===== src/rtl/fas_serial_ctrl.sv =====
// Bit-serial add/subtract sequencer around a single fas full adder/subtractor cell.
// Optional signed-overflow output enabled by defining FAS_OVF_EN.

module fas (
  input  logic a,
  input  logic b,
  input  logic cin,
  input  logic a_ns,
  output logic s,
  output logic cout
);
  logic a_eff;

  // a_ns=1 gives carry (add); a_ns=0 inverts a so cout becomes the borrow
  assign a_eff = a ~^ a_ns;
  assign s     = a ^ b ^ cin;
  assign cout  = (a_eff & b) | (a_eff & cin) | (b & cin);
endmodule

module fas_serial_ctrl #(
  parameter int unsigned WIDTH = 8
) (
  input  logic             clk,
  input  logic             rst,
  input  logic             start,
  input  logic             sub,
  input  logic [WIDTH-1:0] op_a,
  input  logic [WIDTH-1:0] op_b,
  output logic             busy,
  output logic             done,
  output logic [WIDTH-1:0] result,
  output logic             carry
`ifdef FAS_OVF_EN
  ,
  output logic             ovf
`endif
);
  localparam int unsigned CW = (WIDTH > 1) ? $clog2(WIDTH) : 1;

  typedef enum logic [1:0] {IDLE, RUN, DONE} state_t;

  state_t           state_q, state_d;
  logic [CW-1:0]    cnt_q, cnt_d;
  logic [WIDTH-1:0] a_q, a_d, b_q, b_d;
  logic [WIDTH-1:0] result_d;
  logic             cy_q, cy_d, sub_q, sub_d;
  logic             busy_d, done_d, carry_d;
  logic             cell_s, cell_cout;
`ifdef FAS_OVF_EN
  logic             a_msb_q, a_msb_d, ovf_d;
`endif

  fas u_fas (
    .a    (a_q[0]),
    .b    (b_q[0]),
    .cin  (cy_q),
    .a_ns (~sub_q),
    .s    (cell_s),
    .cout (cell_cout)
  );

  // State and registered outputs
  always_ff @(posedge clk) begin
    if (rst) begin
      state_q <= IDLE;
      cnt_q   <= '0;
      a_q     <= '0;
      b_q     <= '0;
      cy_q    <= 1'b0;
      sub_q   <= 1'b0;
      busy    <= 1'b0;
      done    <= 1'b0;
      result  <= '0;
      carry   <= 1'b0;
`ifdef FAS_OVF_EN
      a_msb_q <= 1'b0;
      ovf     <= 1'b0;
`endif
    end else begin
      state_q <= state_d;
      cnt_q   <= cnt_d;
      a_q     <= a_d;
      b_q     <= b_d;
      cy_q    <= cy_d;
      sub_q   <= sub_d;
      busy    <= busy_d;
      done    <= done_d;
      result  <= result_d;
      carry   <= carry_d;
`ifdef FAS_OVF_EN
      a_msb_q <= a_msb_d;
      ovf     <= ovf_d;
`endif
    end
  end

  // Next-state and next-output logic
  always_comb begin
    state_d  = state_q;
    cnt_d    = cnt_q;
    a_d      = a_q;
    b_d      = b_q;
    cy_d     = cy_q;
    sub_d    = sub_q;
    busy_d   = 1'b0;
    done_d   = 1'b0;
    result_d = result;
    carry_d  = carry;
`ifdef FAS_OVF_EN
    a_msb_d  = a_msb_q;
    ovf_d    = ovf;
`endif
    unique case (state_q)
      IDLE: begin
        if (start) begin
          state_d  = RUN;
          a_d      = op_a;
          b_d      = op_b;
          sub_d    = sub;
          cy_d     = 1'b0;
          cnt_d    = '0;
          busy_d   = 1'b1;
          result_d = '0;
          carry_d  = 1'b0;
`ifdef FAS_OVF_EN
          a_msb_d  = op_a[WIDTH-1];
          ovf_d    = 1'b0;
`endif
        end
      end
      RUN: begin
        busy_d   = 1'b1;
        result_d = {cell_s, result[WIDTH-1:1]};
        a_d      = a_q >> 1;
        b_d      = b_q >> 1;
        cy_d     = cell_cout;
        cnt_d    = cnt_q + CW'(1);
        if (cnt_q == CW'(WIDTH - 1)) begin
          state_d = DONE;
          busy_d  = 1'b0;
          done_d  = 1'b1;
          carry_d = cell_cout;
`ifdef FAS_OVF_EN
          // b_q[0] holds B's MSB on the last bit; cell_s is the result MSB
          ovf_d   = ((a_msb_q == b_q[0]) ^ sub_q) && (cell_s != a_msb_q);
`endif
        end
      end
      DONE: state_d = IDLE;
      default: state_d = IDLE;
    endcase
  end
endmodule


===== config.mk =====
export PLATFORM = sky130hd
export DESIGN_NAME = fas_serial_ctrl
export DESIGN_NICKNAME = d
export VERILOG_FILES = /design/src/rtl/fas_serial_ctrl.sv
export SDC_FILE = /design/constraint.sdc
export NUM_CORES = 1
export LEC_CHECK = 0
export CORE_MARGIN = 1
export CORE_UTILIZATION = 50
export DETAILED_ROUTE_END_ITERATION = 6
export HOLD_SLACK_MARGIN = 0.03
export PLACE_DENSITY_LB_ADDON = 0.3
export SYNTH_ARGS = -nofsm -noshare
export SYNTH_HDL_FRONTEND = slang
export SYNTH_SLANG_ARGS = --single-unit
export TNS_END_PERCENT = 30

===== constraint.sdc =====
create_clock -name clk -period 1.75 [get_ports clk]
set_input_delay 0.35 -clock clk [delete_from_list [all_inputs] [get_ports clk]]
set_output_delay 0.35 -clock clk [all_outputs]
set_load 0.05 [all_outputs]

==> summary.txt <==
Status
  • Outcome: completed

Timing
  • Final hold vios: 0
  • Worst setup margin: 0.168 ns
  • Final setup fails: 0
  • Final setup skew: 0.00526 ns
  • Slew HR: 44.6%
  • Pins Over Slew Limit: 0
  • Worst slew pin tran: 0.830 ns
  • Fmax: 632 MHz
  • Minimum clock period: 1.58 ns
  • Unrepaired setup endpoints after global routing: false
  • Tcrit/Tclk final: 90.4%

Critical path
  • Crit-path max cell delay: 0.68 ns
  • CP cell instances: clkdlybuf4s50_1 -> o21bai_1 -> a22oi_1 -> nor2_1
  • Setup CP Type: input port to register
  • Critical path data required time: 2.02 ns
  • Worst r2r src: state_q[0]
  • Setup crit start kind: input port
  • Reg2reg setup slack: 0.23 ns
  • Slowest-stage cell, CP: o21bai_1
  • CP arrival: 1.85 ns
  • CP Max Fanout: 12
  • Worst r2r path cells: 3
  • R2R Path End: cnt_q[1]
  • Crit. End Element: register

Synthesis
  • Post-synth top area share: 47.1%
  • Post-synth EDFFs: 0
  • Commonest cells post-synth: dfxtp_1, nand2_1, nor2_1
  • Synthesized area per cell: 9.20 um2
  • Area leader, netlist: dfxtp_1
  • Dominant synthesized flop cell: dfxtp_1
  • Compound-Gate Fraction of Synth Area: 21.5%
  • Main combinational cell family by area after synthesis: compound AO/OA/AOI/OAI gates
  • Register area share after synthesis: 47.1%
  • Post-synthesis adder-cell area fraction: 1.73%
  • Synth unique cells: 27
  • Count of yosys warnings during synthesis: 0
  • Top cells by area, synth: dfxtp_1, nand2_1, nor2_1
  • Syn Inst Count: 157
  • Async set-reset flop share out of synthesis: 0%
  • Top-count cell post-synth: dfxtp_1
  • Cell area after synthesis: 0.00144 mm2
  • Simple-Gate Fraction of Synth Area: 18.6%
  • Mux cell area share after synthesis: 2.08%
  • Synthesized net count: 179
  • Xor/xnor cell area share of the yosys netlist: 1.82%
  • #FFs+latches synth: 34

Floorplan
  • Die footprint: 0.00311 mm2
  • Die Y: 55.7 um
  • Starting Density: 52.8%
  • Die W: 55.7 um
  • Rows: 19
  • IO Count: 31
  • Core box area: 0.00273 mm2

Clock network
  • Clock-pin slew on the worst setup and hold paths: 0.09 ns
  • TritonCTS Sinks: 34
  • Max H-tree Level: 2
  • Cts bufs inserted: 5
  • Post-CTS setup buffer count: 0
  • TritonCTS clock tree: yes
  • CTS root buffer: clkbuf_4
  • Post-cts resize count: 0
  • Worst-Skew Late Latency: 0.33 ns
  • Maximum buffer depth of the clock tree: 2
  • Hold-fix buffers, CTS: 0

Routing
  • Routed len/inst: 13.6 um
  • Vias: 1,218
  • DRT iter0 DRCs: 63
  • WL final: 2940 um
  • Antenna Nets Post-Route: 0
  • DR vias/cell: 5.64
  • Pre-antenna DRT Iters: 4
  • DRC violations left: 0

Cells and area
  • Fill cells: 233
  • Area of the multi-input gates: 661 um2
  • N_diodes: 0
  • Layout Nets: 208
  • Share of cells above drive strength 1: 16.8%
  • Storage element area: 681 um2
  • Cell area after layout: 0.00177 mm2
  • Layout area overhead: 22.5%

Min path
  • Worst Hold Launch: a_q[5]
  • Worst Hold Path EP: a_q[4]
  • Worst Hold Class: register to register
  • Hold Path Cell Cnt: 2

Job
  • Max Cap Violations: 0

GRT
  • Grt ovf: 0
  • Vias in the first global route: 1,189
  • Global Route Usage Sum: 21.6%
  • Top Usage Layer GRT: met2
  • GR Util met2: 33.4%
  • Initial antenna violation count: 0
  • Largest net degree at the start of global routing: 31
  • Met3 usage: 8.14%
  • First-pass GRT wire length: 5210 um
  • Grt met1 use: 26.6%

Placed design
  • Dpl ws: -0.208 ns
  • Post-DP Area: 0.00172 mm2
  • Gpl congestion: 0.764
  • IO Port Bufs: 30
  • Detail Placement HPWL: 2010 um

Power
  • Pleak: 0.693 nW
  • Power Density: 844 mW/mm2
  • Peak VDD IR: 0.672 mV
==> metal layers <==
| metal | up-vias | wire [um] | part of all wire, % |
|---|---|---|---|
| met5 | - | 0 | 0 |
| met4 | 0 | 46 | 1.6 |
| met3 | 6 | 170 | 5.8 |
| met2 | 35 | 1360 | 46 |
| met1 | 569 | 1360 | 46 |
| li1 | 608 | - | - |
==> cell usage in the layout (no fill, tap or decap), drive strengths merged <==
cell and instances:
a211oi 1, a22oi 11, a311oi 14, a32o 1, buf 17, clkbuf 6
clkdlybuf4s50 19, dfxtp 34, ha 2, inv 2, mux2i 3, nand2 30
nand2b 1, nor2 29, nor2b 1, nor3 4, nor3b 1, o211ai 1
o21a 1, o21ba 1, o21bai 1, o32ai 1, o41ai 1, xnor2 3
==> worst max-delay path: cells and delay by family <==
kind	cells	cell delay, ns
AO/OA/AOI/OAI	2	0.89
buffers and inverters	1	0.47
AND/OR/NAND/NOR	1	0.14
==> cells by family after synthesis <==
logic type	count (synthesis)
xor+xnor	3
simple gates	66
fa+ha+maj	2
buf+inv	16
flops	34
mux	3
compound gates	33
==> layout make-up <==
cell class	instances	share of cell area (%)
Tap cell	31	2.19
Inverter	2	0.424
Clock buffer	6	2.90
Sequential cell	34	38.5
Multi-Input combinational cell	107	37.3
Timing Repair Buffer	36	18.7
==> registers in the layout, summed over array words and instances, names as in the netlist <==
| name | flops |
|---|---|
| cnt_q | 3 |
| state_q | 2 |
| a_q | 8 |
| b_q | 8 |
| done | 1 |
| carry | 1 |
| result | 8 |
| cy_q | 1 |
| sub_q | 1 |
| busy | 1 |
==> worst max-delay path by stage <==
stage | startpoint | to | slack [ns]
2_1_floorplan | state_q[0] | a_q[0] | 0.59
3_3_place_gp | start | result[6] | -0.07
3_5_place_dp | start | cnt_q[1] | -0.21
4_1_cts | start | cnt_q[1] | 0.15
5_1_grt | start | b_q[7] | 0.03
6_report | start | cnt_q[1] | 0.17
==> power breakdown <==
part	internal (mW)	switching, mW	total [mW]	leakage, nW
sequential	0.814	0.0275	0.842	0.279
combinational	0.111	0.121	0.232	0.384
clock	0.181	0.239	0.420	0.0302
total	1.11	0.387	1.49	0.693
==> through the flow <==
step / TNS, ns / utilization [%] / std cells / total power, mW / hold WS, ns
floorplan: 0 / - / 157 / 1.02 / 0.444
global route: 0 / 64.7 / 216 / 1.57 / 0.514
global placement: -0.737 / 62.8 / 210 / 1.08 / 0.461
CTS: 0 / 64.7 / 216 / 1.51 / 0.491
finish: 0 / 64.7 / 216 / 1.49 / 0.488
detailed placement: -1.95 / 62.8 / 210 / 1.09 / 0.475
Note: power is estimated with default switching activity, not from simulation.
